$ cat src/rtl/ps2_kbmatrix_if.sv
// PS/2 keyboard-to-Z88-matrix bus: raw PS/2 lines in, key matrix and event
// pulses out. The design uses the slave modport; the keyboard side (or a
// bench) uses master.
interface ps2_kbmatrix_if;
   logic        ps2_clk;
   logic        ps2_dat;
   logic [63:0] kbmatrix;
   logic        key_evt;
   logic        rx_err;

   modport master (
      output ps2_clk,
      output ps2_dat,
      input  kbmatrix,
      input  key_evt,
      input  rx_err
   );

   modport slave (
      input  ps2_clk,
      input  ps2_dat,
      output kbmatrix,
      output key_evt,
      output rx_err
   );
endinterface

$ cat src/rtl/ps2_kbmatrix.sv
// PS/2 keyboard receiver and scan-code decoder driving a Z88 key matrix
// (bit = row*8+col, 0 = pressed).
// Optional macro PS2_RX_TIMEOUT_EN adds an inter-fall receive timeout.
//
// Decoder FSM
//    state      | meaning
//    ST_IDLE    | waiting for a code or prefix
//    ST_BRK     | F0 seen, next code is a release
//    ST_EXT     | E0 seen, next code is an extended press
//    ST_EXT_BRK | E0 F0 seen, next code is an extended release
module ps2_kbmatrix #(
   parameter int unsigned CLK_HZ     = 25_000_000,
   parameter int unsigned TIMEOUT_US = 2000
) (
   input logic            clk,
   input logic            reset_n,
   ps2_kbmatrix_if.slave  bus
);

   typedef enum logic [1:0] {
      ST_IDLE,
      ST_BRK,
      ST_EXT,
      ST_EXT_BRK
   } state_e;

   // Returns {valid, matrix index}. Ctrl (14) and 77 are left unmapped so
   // the E1 Pause sequence has no effect on the matrix.
   function automatic logic [6:0] key_map(input logic ext, input logic [7:0] code);
      logic [6:0] m;
      m = 7'd0;
      case ({ext, code})
         9'h0_5A: m = {1'b1, 6'd6};    // Enter
         9'h0_66: m = {1'b1, 6'd7};    // Delete
         9'h0_75: m = {1'b1, 6'd21};   // keypad 8
         9'h0_16: m = {1'b1, 6'd33};   // 1
         9'h0_1E: m = {1'b1, 6'd34};   // 2
         9'h0_26: m = {1'b1, 6'd35};   // 3
         9'h0_25: m = {1'b1, 6'd36};   // 4
         9'h0_15: m = {1'b1, 6'd41};   // Q
         9'h0_1D: m = {1'b1, 6'd42};   // W
         9'h0_24: m = {1'b1, 6'd43};   // E
         9'h0_2D: m = {1'b1, 6'd44};   // R
         9'h0_29: m = {1'b1, 6'd46};   // Space
         9'h0_1C: m = {1'b1, 6'd49};   // A
         9'h0_1B: m = {1'b1, 6'd50};   // S
         9'h0_23: m = {1'b1, 6'd51};   // D
         9'h0_2B: m = {1'b1, 6'd52};   // F
         9'h0_34: m = {1'b1, 6'd53};   // G
         9'h0_12: m = {1'b1, 6'd54};   // Left shift
         9'h0_1A: m = {1'b1, 6'd57};   // Z
         9'h0_22: m = {1'b1, 6'd58};   // X
         9'h0_21: m = {1'b1, 6'd59};   // C
         9'h0_0D: m = {1'b1, 6'd60};   // Tab
         9'h0_76: m = {1'b1, 6'd61};   // Esc
         9'h0_2A: m = {1'b1, 6'd62};   // V
         9'h0_59: m = {1'b1, 6'd63};   // Right shift
         9'h1_6B: m = {1'b1, 6'd11};   // Left arrow
         9'h1_74: m = {1'b1, 6'd12};   // Right arrow
         9'h1_72: m = {1'b1, 6'd13};   // Down arrow
         9'h1_75: m = {1'b1, 6'd14};   // Up arrow
         default: m = 7'd0;
      endcase
      return m;
   endfunction

   logic [1:0]  clk_sync_q;
   logic [1:0]  dat_sync_q;
   logic        clk_prev_q;
   logic        fall_w;
   logic        dat_w;

   logic        busy_q;
   logic [3:0]  cnt_q;
   logic [7:0]  shift_q;
   logic        par_q;
   logic [7:0]  byte_q;
   logic        byte_vld_q;
   logic        rx_err_q;
   logic        frame_ok_w;
   logic        timeout_w;

   state_e      state_q, state_d;
   logic [63:0] kbmatrix_q, kbmatrix_d;
   logic        key_evt_q, key_evt_d;
   logic        ext_w;
   logic        brk_w;
   logic [6:0]  map_w;

   // Two-flop synchronisers and previous-clock register for fall detection
   always_ff @(posedge clk or negedge reset_n) begin
      if (!reset_n) begin
         clk_sync_q <= 2'b11;
         dat_sync_q <= 2'b11;
         clk_prev_q <= 1'b1;
      end else begin
         clk_sync_q <= {clk_sync_q[0], bus.ps2_clk};
         dat_sync_q <= {dat_sync_q[0], bus.ps2_dat};
         clk_prev_q <= clk_sync_q[1];
      end
   end

   assign fall_w     = clk_prev_q & ~clk_sync_q[1];
   assign dat_w      = dat_sync_q[1];
   // Stop bit high and odd parity over data plus parity bit
   assign frame_ok_w = dat_w & (^{shift_q, par_q});

`ifdef PS2_RX_TIMEOUT_EN
   localparam logic [31:0] TO_LOAD = 32'((CLK_HZ / 1_000_000) * TIMEOUT_US);

   logic [31:0] tmo_q;

   // Inter-fall watchdog: reloads on every fall, runs down only mid-frame
   always_ff @(posedge clk or negedge reset_n) begin
      if (!reset_n) begin
         tmo_q <= 32'd0;
      end else if (fall_w) begin
         tmo_q <= TO_LOAD;
      end else if (busy_q && (tmo_q != 32'd0)) begin
         tmo_q <= tmo_q - 32'd1;
      end
   end

   assign timeout_w = busy_q & ~fall_w & (tmo_q == 32'd0);
`else
   assign timeout_w = 1'b0;
`endif

   // Frame receiver: start, 8 data LSB first, parity, stop
   always_ff @(posedge clk or negedge reset_n) begin
      if (!reset_n) begin
         busy_q     <= 1'b0;
         cnt_q      <= 4'd0;
         shift_q    <= 8'd0;
         par_q      <= 1'b0;
         byte_q     <= 8'd0;
         byte_vld_q <= 1'b0;
         rx_err_q   <= 1'b0;
      end else begin
         byte_vld_q <= 1'b0;
         rx_err_q   <= 1'b0;
         if (fall_w) begin
            if (!busy_q) begin
               // A high start bit is treated as a line glitch
               if (!dat_w) begin
                  busy_q <= 1'b1;
                  cnt_q  <= 4'd1;
               end
            end else if (cnt_q <= 4'd8) begin
               shift_q <= {dat_w, shift_q[7:1]};
               cnt_q   <= cnt_q + 4'd1;
            end else if (cnt_q == 4'd9) begin
               par_q <= dat_w;
               cnt_q <= 4'd10;
            end else begin
               busy_q     <= 1'b0;
               cnt_q      <= 4'd0;
               byte_q     <= shift_q;
               byte_vld_q <= frame_ok_w;
               rx_err_q   <= ~frame_ok_w;
            end
         end else if (timeout_w) begin
            busy_q   <= 1'b0;
            cnt_q    <= 4'd0;
            rx_err_q <= 1'b1;
         end
      end
   end

   assign ext_w = (state_q == ST_EXT) || (state_q == ST_EXT_BRK);
   assign brk_w = (state_q == ST_BRK) || (state_q == ST_EXT_BRK);
   assign map_w = key_map(ext_w, byte_q);

   // Decoder state, matrix and event registers
   always_ff @(posedge clk or negedge reset_n) begin
      if (!reset_n) begin
         state_q    <= ST_IDLE;
         kbmatrix_q <= '1;
         key_evt_q  <= 1'b0;
      end else begin
         state_q    <= state_d;
         kbmatrix_q <= kbmatrix_d;
         key_evt_q  <= key_evt_d;
      end
   end

   // Decoder next state and matrix update on each received byte
   always_comb begin
      state_d    = state_q;
      kbmatrix_d = kbmatrix_q;
      if (byte_vld_q) begin
         if ((byte_q == 8'hAA) || (byte_q == 8'hFC)) begin
            // Keyboard self-test finished: nothing can be held
            kbmatrix_d = '1;
            state_d    = ST_IDLE;
         end else if ((state_q == ST_IDLE) && (byte_q == 8'hE0)) begin
            state_d = ST_EXT;
         end else if ((state_q == ST_IDLE) && (byte_q == 8'hF0)) begin
            state_d = ST_BRK;
         end else if ((state_q == ST_EXT) && (byte_q == 8'hF0)) begin
            state_d = ST_EXT_BRK;
         end else begin
            if (map_w[6]) begin
               kbmatrix_d[map_w[5:0]] = brk_w;
            end
            state_d = ST_IDLE;
         end
      end
      // Typematic repeats rewrite the same value and so raise no event
      key_evt_d = (kbmatrix_d != kbmatrix_q);
   end

   assign bus.kbmatrix = kbmatrix_q;
   assign bus.key_evt  = key_evt_q;
   assign bus.rx_err   = rx_err_q;

endmodule

$ cat src/flat_wrapper.sv
// flat-port wrapper written by rule: the top's interface ports become plain ports
module ps2_kbmatrix_flat 
#(
   parameter int unsigned CLK_HZ     = 25_000_000,
   parameter int unsigned TIMEOUT_US = 2000
)
  (clk, reset_n, bus_ps2_clk, bus_ps2_dat, bus_kbmatrix, bus_key_evt, bus_rx_err);
  ps2_kbmatrix_if bus_i ();
  input logic clk;
  input logic reset_n;
  input wire logic [$bits(bus_i.ps2_clk)-1:0] bus_ps2_clk;
  input wire logic [$bits(bus_i.ps2_dat)-1:0] bus_ps2_dat;
  output wire logic [$bits(bus_i.kbmatrix)-1:0] bus_kbmatrix;
  output wire logic [$bits(bus_i.key_evt)-1:0] bus_key_evt;
  output wire logic [$bits(bus_i.rx_err)-1:0] bus_rx_err;
  assign bus_i.ps2_clk = bus_ps2_clk;
  assign bus_i.ps2_dat = bus_ps2_dat;
  assign bus_kbmatrix = bus_i.kbmatrix;
  assign bus_key_evt = bus_i.key_evt;
  assign bus_rx_err = bus_i.rx_err;
  ps2_kbmatrix #(.CLK_HZ(CLK_HZ), .TIMEOUT_US(TIMEOUT_US)) u_core (.clk(clk), .reset_n(reset_n), .bus(bus_i));
endmodule
$ cat config.mk
export PLATFORM = sky130hd
export DESIGN_NAME = ps2_kbmatrix_flat
export DESIGN_NICKNAME = d
export VERILOG_FILES = /design/src/rtl/ps2_kbmatrix_if.sv /design/src/rtl/ps2_kbmatrix.sv /design/src/flat_wrapper.sv
export SDC_FILE = /design/constraint.sdc
export NUM_CORES = 1
export LEC_CHECK = 0
export BUFFER_PORTS_ARGS = -buffer_cell sky130_fd_sc_hd__buf_2
export CORE_UTILIZATION = 40
export CTS_CLUSTER_DIAMETER = 120
export DETAILED_ROUTE_END_ITERATION = 6
export PLACE_DENSITY = 0.63
export SYNTH_ARGS = -nofsm -noshare
export SYNTH_HDL_FRONTEND = slang
export SYNTH_SLANG_ARGS = --single-unit
$ cat constraint.sdc
create_clock -name clk -period 4.6 [get_ports clk]
set_input_delay 0.69 -clock clk [delete_from_list [all_inputs] [get_ports clk]]
set_output_delay 0.69 -clock clk [all_outputs]
set_load 0.02 [all_outputs]
==> results by group <==
STA
  – Worst slew pin tran: roughly 1100 ps
  – Clk_skew: roughly 6.6 ps
  – Setup TNS: 0 ps
  – Setup violators final: 0
  – Final Max Tran Viols: 0
  – Highest clock rate: 277.8 MHz
  – Final min period: 3600 ps
  – RSZ-0062 raised after global routing: no
  – Endpoints failing hold: 0
  – Tcrit/Tclk final: between 70% and 80%
  – Slew HR: between 20% and 30%

Critical path
  – R2R setup slack: approximately 1000 ps
  – Critical Path Fanout Max: 33
  – Crit Path Class: reg2reg
  – CP endpoint kind: register
  – CP startpoint kind: register
  – WP data arrival: roughly 3800 ps
  – Worst Path Required: between 4000 and 5000 ps

Clocking
  – # Post-CTS Setup Buffers: 0
  – TritonCTS Sinks: 96
  – Total CTS buffers: 9
  – CTS Buffer Depth: 2
  – H-tree depth: 3
  – Clk slew on worst S/H paths: roughly 60 ps
  – Root Driver: clkbuf_16
  – Later-pin clock latency in the skew report: between 300 and 400 ps
  – Hold Buf Count CTS: 0
  – TritonCTS clock tree: built
  – CTS-repair resized insts: 0

Power
  – Pwr Total: between 2 and 2.5 mW
  – Total leakage power: 2.526 nW
  – Cell Int Power: around 1.5 mW
  – Peak supply drop: approximately 0.38 mV
  – Switching pwr: about 560 uW
  – Power per cell area: 337.9 nW/um2
  – Switching share of power: a little over a quarter
  – Clock power frac: between 30% and 40%
  – Sequential power share: approximately half
  – Logic pwr share: roughly 14%

Logic synthesis
  – Ys flop type: dfstp_2
  – Post-synthesis compound-gate area fraction: between 15 and 20%
  – Synth area leader: dfstp_2
  – Post-synthesis adder-cell area fraction: less than 1%
  – Post-synth ARST share: 100.0%
  – Synth area leaders: dfstp_2, dfrtp_1, nand2b_1
  – Multiplexer share of the synthesized area: 4.229%
  – Syn_area_per_cell: ~10 um2
  – Synthesized instance count: approximately 530
  – Synth Warn #: 0
  – Largest family of logic cells by synthesized area: simple AND/OR/NAND/NOR gates
  – Post-synthesis sequential area ratio: about 48%
  – Post-synthesis simple-gate area fraction: 24.37%
  – Number of flops mapped to enable cells by yosys: 0
  – #FFs+latches synth: between 90 and 100
  – Synth Cell Area: 5236 um2
  – Library cells used by synthesis: 71
  – Share of the synthesized area in the top cell type: approximately a third
  – Xor and xnor area share after synthesis: 1.840%
  – Syn_nets: 533

Finish
  – Ratio of cells with drive above 1 in the final layout: 33.16%
  – Fillers: approximately 1,200
  – Nets: 584
  – Number of diodes: 0
  – P&R area growth vs syn: 14.19%

Status
  – Status: completed

Die
  – Die Height: ~120 um
  – Die W: 116.4 um
  – Ports: 70
  – Core area: between 10,000 and 15,000 um2
  – Number of core rows: approximately 40
  – Initial Utilization: around 41%
  – Die Area: 13,550 um2

GRT
  – Initial antenna violation count: 0
  – Total track usage: roughly 23%
  – Met3 global-route usage: 4.359%
  – Global-route wire length before repair: between 20 and 25 mm
  – Largest net degree at the start of global routing: a little under 80
  – Global route overflow: 0
  – GR Layer Usage met2: between 30% and 40%
  – Met1 Usage GRT: between 30 and 40%
  – Vias in the first global route: roughly 4,200
  – Gr busiest metal: met2

Placement
  – HPWL after DPL: around 11 mm
  – # port buffers: 69
  – Placer congestion estimate: between 1 and 1.5

Routing
  – # DRC: 0
  – Routed WL: between 10 and 15 mm
  – Via count: 4,588
  – Drt first-iter violations: 620
  – Vias/cell: between 6 and 7
  – Avg WL per Cell: approximately 20 um
  – Drt pass-1 iters: 5
  – Antenna Nets Post-Route: 0

Run
  – Max_cap viols: 0

Hold path
  – HP Class: reg2reg
==> critical path, cell delays in order, from the launching register on <==
cell and delay [ps]:
dfrtp_1 960, or3b_2 510, a2111oi_0 820, a211oi_1 230, and3_1 320, nor4b_1 170
o311ai_1 290, o2111ai_1 160
==> registers in the layout, summed over array words and instances (netlist names) <==
signal	flops
u_core.byte_q	8
u_core.bus.key_evt	1
u_core.cnt_q	4
u_core.shift_q	8
u_core.clk_prev_q	1
u_core.busy_q	1
u_core.par_q	1
u_core.bus.kbmatrix	64
u_core.clk_sync_q	2
u_core.bus.rx_err	1
u_core.state_q	2
u_core.byte_vld_q	1
u_core.dat_sync_q	2
==> cells by family after synthesis <==
family / count (synthesis)
xor gates and xnor gates: 11
buffers and inverters: 55
AOI/OAI and AO/OA: 131
DFF: 96
muxes: 20
adders and majority gates: 3
and+or+nand+nor: 210
==> power groups by stage <==
stage / Combinational (mW) / Sequential, mW / Clock, mW
after CTS: 0.289 / 0.985 / 0.772
after global placement: 0.279 / 0.995 / 0
after global routing: 0.322 / 0.997 / 0.797
after detailed placement: 0.287 / 0.998 / 0
final: 0.288 / 0.987 / 0.745
after floorplan: 0.259 / 0.955 / 0
==> area by class of cell <==
class / count / area, um2 / share of cell area [%]
repair buffers: 76 / 400.4 / 6.696
well taps: 172 / 215.2 / 3.599
flip-flops and latches: 96 / 2489 / 41.62
clock inverters: 5 / 63.81 / 1.067
inverters: 19 / 71.32 / 1.193
multi-input cells: 375 / 2507 / 41.93
clock buffers: 11 / 232.7 / 3.892
==> synth_stat cells (6+ instances only) <==
| master | count |
|---|---|
| dfstp_2 | 69 |
| nand2b_1 | 41 |
| nor2_1 | 34 |
| a21oi_1 | 33 |
| dfrtp_1 | 27 |
| o21ai_0 | 27 |
| nand4_1 | 21 |
| nor3_1 | 20 |
| clkbuf_1 | 19 |
| inv_1 | 19 |
| mux2_2 | 17 |
| nand2_1 | 17 |
| a22oi_1 | 13 |
| nor4_1 | 13 |
| a31oi_1 | 11 |
| buf_2 | 11 |
| a211oi_1 | 7 |
| nor4bb_1 | 7 |
| or3_1 | 7 |
| xnor2_1 | 7 |
| nand3b_1 | 6 |
==> metal layers <==
metal | vias to the layer above | wire [um]
met3 | 48 | 1115
met4 | 0 | 574
li1 | 2071 | -
met5 | - | 0
met1 | 2228 | 6391
met2 | 241 | 6820
==> cell usage in the layout, fill, tap and decap left out, drive strengths merged, types with 17 or more instances in the layout <==
cell / synthesis / final
a21oi: 33 / 33
buf: 17 / 76
dfrtp: 27 / 27
dfstp: 69 / 69
inv: 19 / 22
mux2: 17 / 17
nand2: 17 / 17
nand2b: 41 / 41
nand4: 21 / 21
nor2: 34 / 34
nor3: 22 / 22
o21ai: 27 / 27
==> final timing paths <==
check                                               start                        endpoint  cells after the start
hold / removal             u_core.dat_sync_q[0]$_DFF_PN1_  u_core.dat_sync_q[1]$_DFF_PN1_                      0
setup reg to reg             u_core.byte_q[0]$_DFFE_PN0P_    u_core.bus.key_evt$_DFF_PN0_                      7
hold reg to reg            u_core.dat_sync_q[0]$_DFF_PN1_  u_core.dat_sync_q[1]$_DFF_PN1_                      0
max in group asynchronous                         reset_n   u_core.state_q[1]$_DFFE_PN0P_                      2
min in group asynchronous                         reset_n    u_core.bus.key_evt$_DFF_PN0_                      1
setup / recovery             u_core.byte_q[0]$_DFFE_PN0P_    u_core.bus.key_evt$_DFF_PN0_                      7
==> metrics by stage <==
step	std cells	cell area [um2]	setup slack, ps	hold slack, ps	utilization [%]
5_1_grt	754	5979	864.7	363.1	47.19
4_1_cts	754	5979	1121	356.6	47.19
6_report	754	5979	1000	355.7	47.19
3_5_place_dp	738	5683	1156	346.8	44.85
3_3_place_gp	738	5683	1016	346.2	44.85
2_1_floorplan	526	5236	2059	345.2	-
Note: power is estimated with default switching activity, not from simulation.
